$ cat src/rtl/uart_rx_ctrl_if.sv
// Byte stream leaving the receive buffer: show-ahead data with a ready/valid handshake.
interface uart_rx_ctrl_if #(
    parameter int WIDTH = 8
);
    logic [WIDTH-1:0] out_data;
    logic             out_valid;
    logic             out_ready;

    modport master (
        output out_data,
        output out_valid,
        input  out_ready
    );

    modport slave (
        input  out_data,
        input  out_valid,
        output out_ready
    );
endinterface

$ cat src/rtl/uart_rx_ctrl.sv
// Control wrapper around a UART receiver: owns the live configuration, applies
// host updates only once the serial line has been idle long enough, flushes the
// receiver through a two-cycle local reset, and buffers received bytes in a FIFO.
module uart_rx_ctrl #(
    parameter int WIDTH          = 8,
    parameter int PRESCALE_WIDTH = 6,
    parameter int DEPTH          = 4,
    parameter int IDLE_BITS      = 11,
    parameter int DEF_PRESCALE   = 8
) (
    input  logic                      CLK,
    input  logic                      RST,
    input  logic                      RX_IN,
    input  logic                      cfg_req,
    input  logic [PRESCALE_WIDTH-1:0] cfg_prescale,
    input  logic                      cfg_par_en,
    input  logic                      cfg_par_typ,
    output logic                      cfg_busy,
    output logic                      cfg_ack,
    output logic                      cfg_err,
    output logic [PRESCALE_WIDTH-1:0] prescale,
    output logic                      PAR_EN,
    output logic                      PAR_TYP,
    output logic                      rx_rst_n,
    input  logic [WIDTH-1:0]          rx_data,
    input  logic                      rx_valid,
    output logic [$clog2(DEPTH):0]    fifo_level,
    output logic                      overflow,
    input  logic                      ovf_clr,
    uart_rx_ctrl_if.master            out_if
);
    localparam int PTR_W = $clog2(DEPTH);
    localparam int LVL_W = PTR_W + 1;
    localparam int CNT_W = PRESCALE_WIDTH + 4;

    typedef enum logic [1:0] {
        RUN    = 2'd0,
        PEND   = 2'd1,
        FLUSH0 = 2'd2,
        FLUSH1 = 2'd3
    } state_t;

    state_t                    state_r;
    state_t                    state_next_s;
    logic                      latch_s;
    logic                      err_s;
    logic [PRESCALE_WIDTH-1:0] shadow_prescale_r;
    logic                      shadow_par_en_r;
    logic                      shadow_par_typ_r;
    logic [CNT_W-1:0]          idle_cnt_r;
    logic [CNT_W-1:0]          threshold_s;
    logic                      idle_s;

    logic [WIDTH-1:0]          mem_r [DEPTH];
    logic [PTR_W-1:0]          wr_ptr_r;
    logic [PTR_W-1:0]          rd_ptr_r;
    logic                      out_valid_r;
    logic                      push_req_s;
    logic                      pop_s;
    logic                      full_s;
    logic                      push_s;
    logic                      drop_s;
    logic [LVL_W-1:0]          level_next_s;

    // Idle threshold scales with the live bit time; full width so it never wraps.
    assign threshold_s = CNT_W'(IDLE_BITS) * CNT_W'(prescale);
    assign idle_s      = (idle_cnt_r == threshold_s);

    // Next-state and request decode for the configuration sequencer.
    always_comb begin
        state_next_s = state_r;
        latch_s      = 1'b0;
        err_s        = 1'b0;
        case (state_r)
            RUN: begin
                if (cfg_req) begin
                    if (cfg_prescale != {PRESCALE_WIDTH{1'b0}}) begin
                        state_next_s = PEND;
                        latch_s      = 1'b1;
                    end else begin
                        err_s        = 1'b1;
                    end
                end else begin
                    state_next_s = RUN;
                end
            end
            PEND: begin
                if (idle_s) begin
                    state_next_s = FLUSH0;
                end else begin
                    state_next_s = PEND;
                end
            end
            FLUSH0:  state_next_s = FLUSH1;
            FLUSH1:  state_next_s = RUN;
            default: state_next_s = RUN;
        endcase
    end

    // State register plus the registered control outputs derived from next state.
    always_ff @(posedge CLK or negedge RST) begin
        if (!RST) begin
            state_r  <= RUN;
            rx_rst_n <= 1'b0;
            cfg_busy <= 1'b0;
            cfg_ack  <= 1'b0;
            cfg_err  <= 1'b0;
        end else begin
            state_r  <= state_next_s;
            rx_rst_n <= (state_next_s != FLUSH0) && (state_next_s != FLUSH1);
            cfg_busy <= (state_next_s != RUN);
            cfg_ack  <= (state_r == FLUSH1);
            cfg_err  <= err_s;
        end
    end

    // Shadow holds the accepted request; live config copies it on FLUSH0 entry.
    always_ff @(posedge CLK or negedge RST) begin
        if (!RST) begin
            shadow_prescale_r <= PRESCALE_WIDTH'(DEF_PRESCALE);
            shadow_par_en_r   <= 1'b0;
            shadow_par_typ_r  <= 1'b0;
            prescale          <= PRESCALE_WIDTH'(DEF_PRESCALE);
            PAR_EN            <= 1'b0;
            PAR_TYP           <= 1'b0;
        end else begin
            if (latch_s) begin
                shadow_prescale_r <= cfg_prescale;
                shadow_par_en_r   <= cfg_par_en;
                shadow_par_typ_r  <= cfg_par_typ;
            end
            if (state_next_s == FLUSH0) begin
                prescale <= shadow_prescale_r;
                PAR_EN   <= shadow_par_en_r;
                PAR_TYP  <= shadow_par_typ_r;
            end
        end
    end

    // Line-idle counter: any low sample restarts it, and so does a flush so the
    // new bit time is measured from scratch.
    always_ff @(posedge CLK or negedge RST) begin
        if (!RST) begin
            idle_cnt_r <= {CNT_W{1'b0}};
        end else if (state_next_s == FLUSH0) begin
            idle_cnt_r <= {CNT_W{1'b0}};
        end else if (!RX_IN) begin
            idle_cnt_r <= {CNT_W{1'b0}};
        end else if (idle_cnt_r < threshold_s) begin
            idle_cnt_r <= idle_cnt_r + CNT_W'(1);
        end
    end

    // Bytes arriving while the receiver is being flushed are not trusted.
    assign push_req_s = rx_valid && ((state_r == RUN) || (state_r == PEND));
    assign pop_s      = out_valid_r && out_if.out_ready;
    assign full_s     = (fifo_level == LVL_W'(DEPTH));
    assign push_s     = push_req_s && (!full_s || pop_s);
    assign drop_s     = push_req_s && full_s && !pop_s;

    // Occupancy update for the four push/pop combinations.
    always_comb begin
        level_next_s = fifo_level;
        case ({push_s, pop_s})
            2'b10:   level_next_s = fifo_level + LVL_W'(1);
            2'b01:   level_next_s = fifo_level - LVL_W'(1);
            default: level_next_s = fifo_level;
        endcase
    end

    // FIFO storage, pointers, occupancy and the sticky drop flag.
    always_ff @(posedge CLK or negedge RST) begin
        if (!RST) begin
            for (int i = 0; i < DEPTH; i++) begin
                mem_r[i] <= {WIDTH{1'b0}};
            end
            wr_ptr_r    <= {PTR_W{1'b0}};
            rd_ptr_r    <= {PTR_W{1'b0}};
            fifo_level  <= {LVL_W{1'b0}};
            out_valid_r <= 1'b0;
            overflow    <= 1'b0;
        end else begin
            if (push_s) begin
                mem_r[wr_ptr_r] <= rx_data;
                wr_ptr_r        <= wr_ptr_r + PTR_W'(1);
            end
            if (pop_s) begin
                rd_ptr_r <= rd_ptr_r + PTR_W'(1);
            end
            fifo_level  <= level_next_s;
            out_valid_r <= (level_next_s != {LVL_W{1'b0}});
            if (drop_s) begin
                overflow <= 1'b1;
            end else if (ovf_clr) begin
                overflow <= 1'b0;
            end
        end
    end

    assign out_if.out_data  = mem_r[rd_ptr_r];
    assign out_if.out_valid = out_valid_r;
endmodule

$ cat src/flat_wrapper.sv
// flat-port wrapper written by rule: the top's interface ports become plain ports
module uart_rx_ctrl_flat 
#(
    parameter int WIDTH          = 8,
    parameter int PRESCALE_WIDTH = 6,
    parameter int DEPTH          = 4,
    parameter int IDLE_BITS      = 11,
    parameter int DEF_PRESCALE   = 8
)
  (CLK, RST, RX_IN, cfg_req, cfg_prescale, cfg_par_en, cfg_par_typ, cfg_busy, cfg_ack, cfg_err, prescale, PAR_EN, PAR_TYP, rx_rst_n, rx_data, rx_valid, fifo_level, overflow, ovf_clr, out_if_out_data, out_if_out_valid, out_if_out_ready);
  uart_rx_ctrl_if #(.WIDTH(WIDTH)) out_if_i ();
  input  logic CLK;
  input  logic RST;
  input  logic RX_IN;
  input  logic cfg_req;
  input  logic [PRESCALE_WIDTH-1:0] cfg_prescale;
  input  logic cfg_par_en;
  input  logic cfg_par_typ;
  output logic cfg_busy;
  output logic cfg_ack;
  output logic cfg_err;
  output logic [PRESCALE_WIDTH-1:0] prescale;
  output logic PAR_EN;
  output logic PAR_TYP;
  output logic rx_rst_n;
  input  logic [WIDTH-1:0] rx_data;
  input  logic rx_valid;
  output logic [$clog2(DEPTH):0] fifo_level;
  output logic overflow;
  input  logic ovf_clr;
  output wire logic [$bits(out_if_i.out_data)-1:0] out_if_out_data;
  output wire logic [$bits(out_if_i.out_valid)-1:0] out_if_out_valid;
  input wire logic [$bits(out_if_i.out_ready)-1:0] out_if_out_ready;
  assign out_if_out_data = out_if_i.out_data;
  assign out_if_out_valid = out_if_i.out_valid;
  assign out_if_i.out_ready = out_if_out_ready;
  uart_rx_ctrl #(.WIDTH(WIDTH), .PRESCALE_WIDTH(PRESCALE_WIDTH), .DEPTH(DEPTH), .IDLE_BITS(IDLE_BITS), .DEF_PRESCALE(DEF_PRESCALE)) u_core (.CLK(CLK), .RST(RST), .RX_IN(RX_IN), .cfg_req(cfg_req), .cfg_prescale(cfg_prescale), .cfg_par_en(cfg_par_en), .cfg_par_typ(cfg_par_typ), .cfg_busy(cfg_busy), .cfg_ack(cfg_ack), .cfg_err(cfg_err), .prescale(prescale), .PAR_EN(PAR_EN), .PAR_TYP(PAR_TYP), .rx_rst_n(rx_rst_n), .rx_data(rx_data), .rx_valid(rx_valid), .fifo_level(fifo_level), .overflow(overflow), .ovf_clr(ovf_clr), .out_if(out_if_i));
endmodule
$ cat config.mk
export PLATFORM = sky130hd
export DESIGN_NAME = uart_rx_ctrl_flat
export DESIGN_NICKNAME = d
export VERILOG_FILES = /design/src/rtl/uart_rx_ctrl_if.sv /design/src/rtl/uart_rx_ctrl.sv /design/src/flat_wrapper.sv
export SDC_FILE = /design/constraint.sdc
export NUM_CORES = 1
export LEC_CHECK = 0
export ABC_AREA = 1
export ABC_CLOCK_PERIOD_IN_PS = 3650
export CAP_MARGIN = 40
export CORE_MARGIN = 8
export CORE_UTILIZATION = 30
export CTS_CLUSTER_DIAMETER = 200
export CTS_CLUSTER_SIZE = 8
export DETAILED_ROUTE_END_ITERATION = 8
export GPL_TIMING_DRIVEN = 0
export PLACE_DENSITY = 0.56
export SLEW_MARGIN = 20
export SYNTH_ARGS = -nofsm -noshare
export SYNTH_HDL_FRONTEND = slang
export SYNTH_SLANG_ARGS = --single-unit
$ cat constraint.sdc
create_clock -name CLK -period 3.65 [get_ports CLK]
set_input_delay 0.365 -clock CLK [delete_from_list [all_inputs] [get_ports CLK]]
set_output_delay 0.365 -clock CLK [all_outputs]
set_load 0.01 [all_outputs]
==> results.toml <==
[outcome]
status = "finished, violations left"
violations = "negative hold slack"

[die]
die_w_um = 134
die_h_um = 134
pin_count = 48
start_util_pct = 30.5
num_rows = 43
die-area_um2 = 18000
core-area_um2 = 13700

[synthesis]
synth.avg_cell_area_um2 = 8.58
yosys.area.top_type = "dfrtp_1"
yosysWarnings = 0
synth.distinct_cells = 36
ys_seq_area_share_pct = 43.8
synth_top_area_share_pct = 42.5
ys_ff_latch = 73
syn_area_um2 = 4180
yosys-top-cells-area = "dfrtp_1, ha_1, nand2_1"
synthCells = 487
syn_nets = 546

[grt]
grt_pass1_vias = 3539
grt_first_pass_wirelength_um = 17000
antenna_found_initial = 0
gr-total-overflow = 0
track_usage_pct = 11.7
grt_max_degree = 38

[placement]
gp_congestion = 0.818
post-place-ws_ns = 0.0752
io_buffers = 47
place_hpwl_um = 7300

[setup_path]
r2r_start = "u_core.prescale[3]"
worstPathMaxFanout = 6
cp-start-kind = "flip-flop"
critPathKind = "reg2reg"
worstRegToRegCells = 17
r2r_end = "u_core.idle_cnt_r[1]"
cp.required_ns = 3.91
worstPathArrival_ns = 3.69
end_kind = "flip-flop"
critPathLaunch = "u_core.prescale[3]"
crit_end = "u_core.idle_cnt_r[1]"
reg2reg_slack_ns = 0.23

[route]
viasPerCell = 4.56
drt-total-wl_um = 10000
postRouteAntennaNets = 0
dr.pass1.iters = 4
post_drt_wl_per_cell_um = 13.6
drc = 0
drtIter0Drc = 176
vias = 3364

[sta]
max_freq_ghz = 0.292
tns_ns = 0
clock_skew_ns = 0.00469
fin_crit_ns = 3.42
min_period_over_period_pct = 93.8
setup_viol = 0
fin_ws_ns = 0.226
maxSlewViolCount = 0
hold_viol = 5
worst_pin_slew_ns = 0.537
slew_headroom_pct = 64.2
rsz0062_at_grt = "true"
hold-worst-slack_ns = -0.0164

[power]
p_per_area_nw_per_um2 = 639
power_leakage_nw = 2.64
vdd.ir_drop.worst_uv = 298

[job]
drv_cap = 0

[clocking]
cts-root-buf = "clkbuf_16"
path_clk_slew_ns = 0.06
numCtsBuffers = 9
clock-sinks = 73
insertion_delay_ns = 0.34
cts_max_path_buffers = 2
cts_tree = "done"
htree_levels = 3

[hold_path]
min-delay-path-class = "in2async"

[layout]
area_growth_pct = 28.5
drive_gt1_share_pct = 14.0
fin_util_pct = 39.1
fin_nets = 612
diodes = 0
n_fill_cell = 1383
-- critical path, stage by stage (launching register included) --
cell and delay [ns]:
dfstp_2 0.56, ha_1 0.25, fa_1 0.52, ha_4 0.32, a21o_1 0.14, nand2_1 0.05, nand3_1 0.11, nand2_1 0.06
nand2_1 0.05, o21ai_0 0.09, ha_1 0.33, nand2_2 0.11, inv_1 0.10, a21oi_4 0.20, nand2_2 0.09, nor2_4 0.15
nand2_1 0.09, a21oi_2 0.12
-- power by group --
group	internal, W	switching [W]	leakage, nW
Combinational	0.000512	0.000650	1.59
Clock	0.000738	0.000348	0.180
Sequential	0.00106	0.000124	0.876
Total	0.00231	0.00112	2.64
-- through the flow --
step	cells	area [um^2]	total power, W
after detailed placement	715	4890	0.00237
after CTS	731	5260	0.00348
final	738	5370	0.00343
after floorplan	487	4180	0.00188
after global routing	738	5370	0.00365
after global placement	714	4870	0.00233
-- synthesized netlist by cell type --
cell type  number
buf_2           4
clkbuf_1        2
nand3_1        11
o21ai_2         8
nand2_4         4
o21bai_1        2
nand3b_1        1
xor2_1          6
ha_1           32
nor2_4          4
a31oi_1         2
o32ai_1         1
nor3b_1         1
fa_1            4
buf_6           5
xnor2_1         3
inv_4           2
buf_1           1
o22ai_1         8
nand2_1       102
nand4_2         2
nand2_2         7
nand4_1        12
nor2_2          1
or2_2           2
dfstp_2         2
a21o_1          2
dfrtp_1        71
inv_2           2
o21ai_0        22
a21oi_1        18
nor2_1         47
a21oi_2         1
o21ai_1        30
inv_1          61
nand3_2         4
-- flip-flops by register name (all words and copies together), names as in the netlist, 2 cells and up --
register / cells
u_core.idle_cnt_r: 10
u_core.shadow_prescale_r: 6
u_core.mem_r: 32
u_core.prescale: 6
u_core.state_r: 2
u_core.rd_ptr_r: 2
u_core.fifo_level: 3
u_core.wr_ptr_r: 2
-- worst min-delay path by stage --
stage	from	to	slack [ns]	depth (start not counted)
6_report	RST	u_core.PAR_TYP	-0.02	1
5_1_grt	RST	u_core.PAR_TYP	0.04	1
4_1_cts	RST	u_core.PAR_TYP	0.005	1
3_5_place_dp	RST	u_core.PAR_TYP	0.37	1
3_3_place_gp	u_core.shadow_prescale_r[2]	u_core.prescale[2]	0.46	2
2_1_floorplan	RST	u_core.PAR_EN	0.07	0
-- cells in the final DEF, fill, tap and decap left out, types with 4 or more instances in the layout --
cell type / count
bufinv_16: 4
a21oi_1: 17
o21ai_1: 30
clkdlybuf4s50_1: 46
dfrtp_1: 69
nand2_4: 4
o22ai_1: 8
nand3_1: 11
nand4_1: 12
buf_4: 9
fa_1: 4
nor2_4: 4
nor2_1: 47
nand2_1: 102
xor2_1: 6
inv_1: 61
o21ai_2: 8
ha_1: 30
clkbuf_16: 9
o21ai_0: 22
nand2_2: 7
buf_6: 5
-- layout make-up --
cell class,count,area (um^2),share of cell area [%]
flip-flops and latches,73,1830,34.1
clock buffers,9,225,4.20
repair buffers,55,541,10.1
inverters,65,249,4.64
plain buffers,12,90.1,1.68
multi-input cells,337,2060,38.4
clock inverters,7,143,2.66
well taps,180,225,4.20
-- metal layers --
| metal | part of all wire (%) | up-vias | global-route usage, % |
|---|---|---|---|
| met4 | 1.8 | 0 | 5.55 |
| met1 | 42 | 1571 | 13.3 |
| li1 | - | 1716 | - |
| met2 | 51 | 63 | 20.6 |
| met5 | 0 | - | 0 |
| met3 | 4.4 | 14 | 2.39 |
-- cells by family (layout without fill, tap and decap cells) --
logic type | Yosys count | in the layout | share of synthesized area [%]
AND/OR/NAND/NOR | 198 | 198 | 22.1
AO/OA/AOI/OAI | 94 | 94 | 12.7
buffers and inverters | 77 | 148 | 8.06
flip-flops | 73 | 73 | 43.8
adder cells (fa/ha/maj) | 36 | 36 | 11.5
XOR/XNOR | 9 | 9 | 1.89
-- repair_timing --
| action | 4_1_cts | 5_1_grt |
|---|---|---|
| buffers inserted | 0 | 7 |
| hold buffers | 0 | 0 |
| endpoints found under the setup margin | 0 | 18 |
| resized for setup | 0 | 12 |
Note: power is estimated with default switching activity, not from simulation.
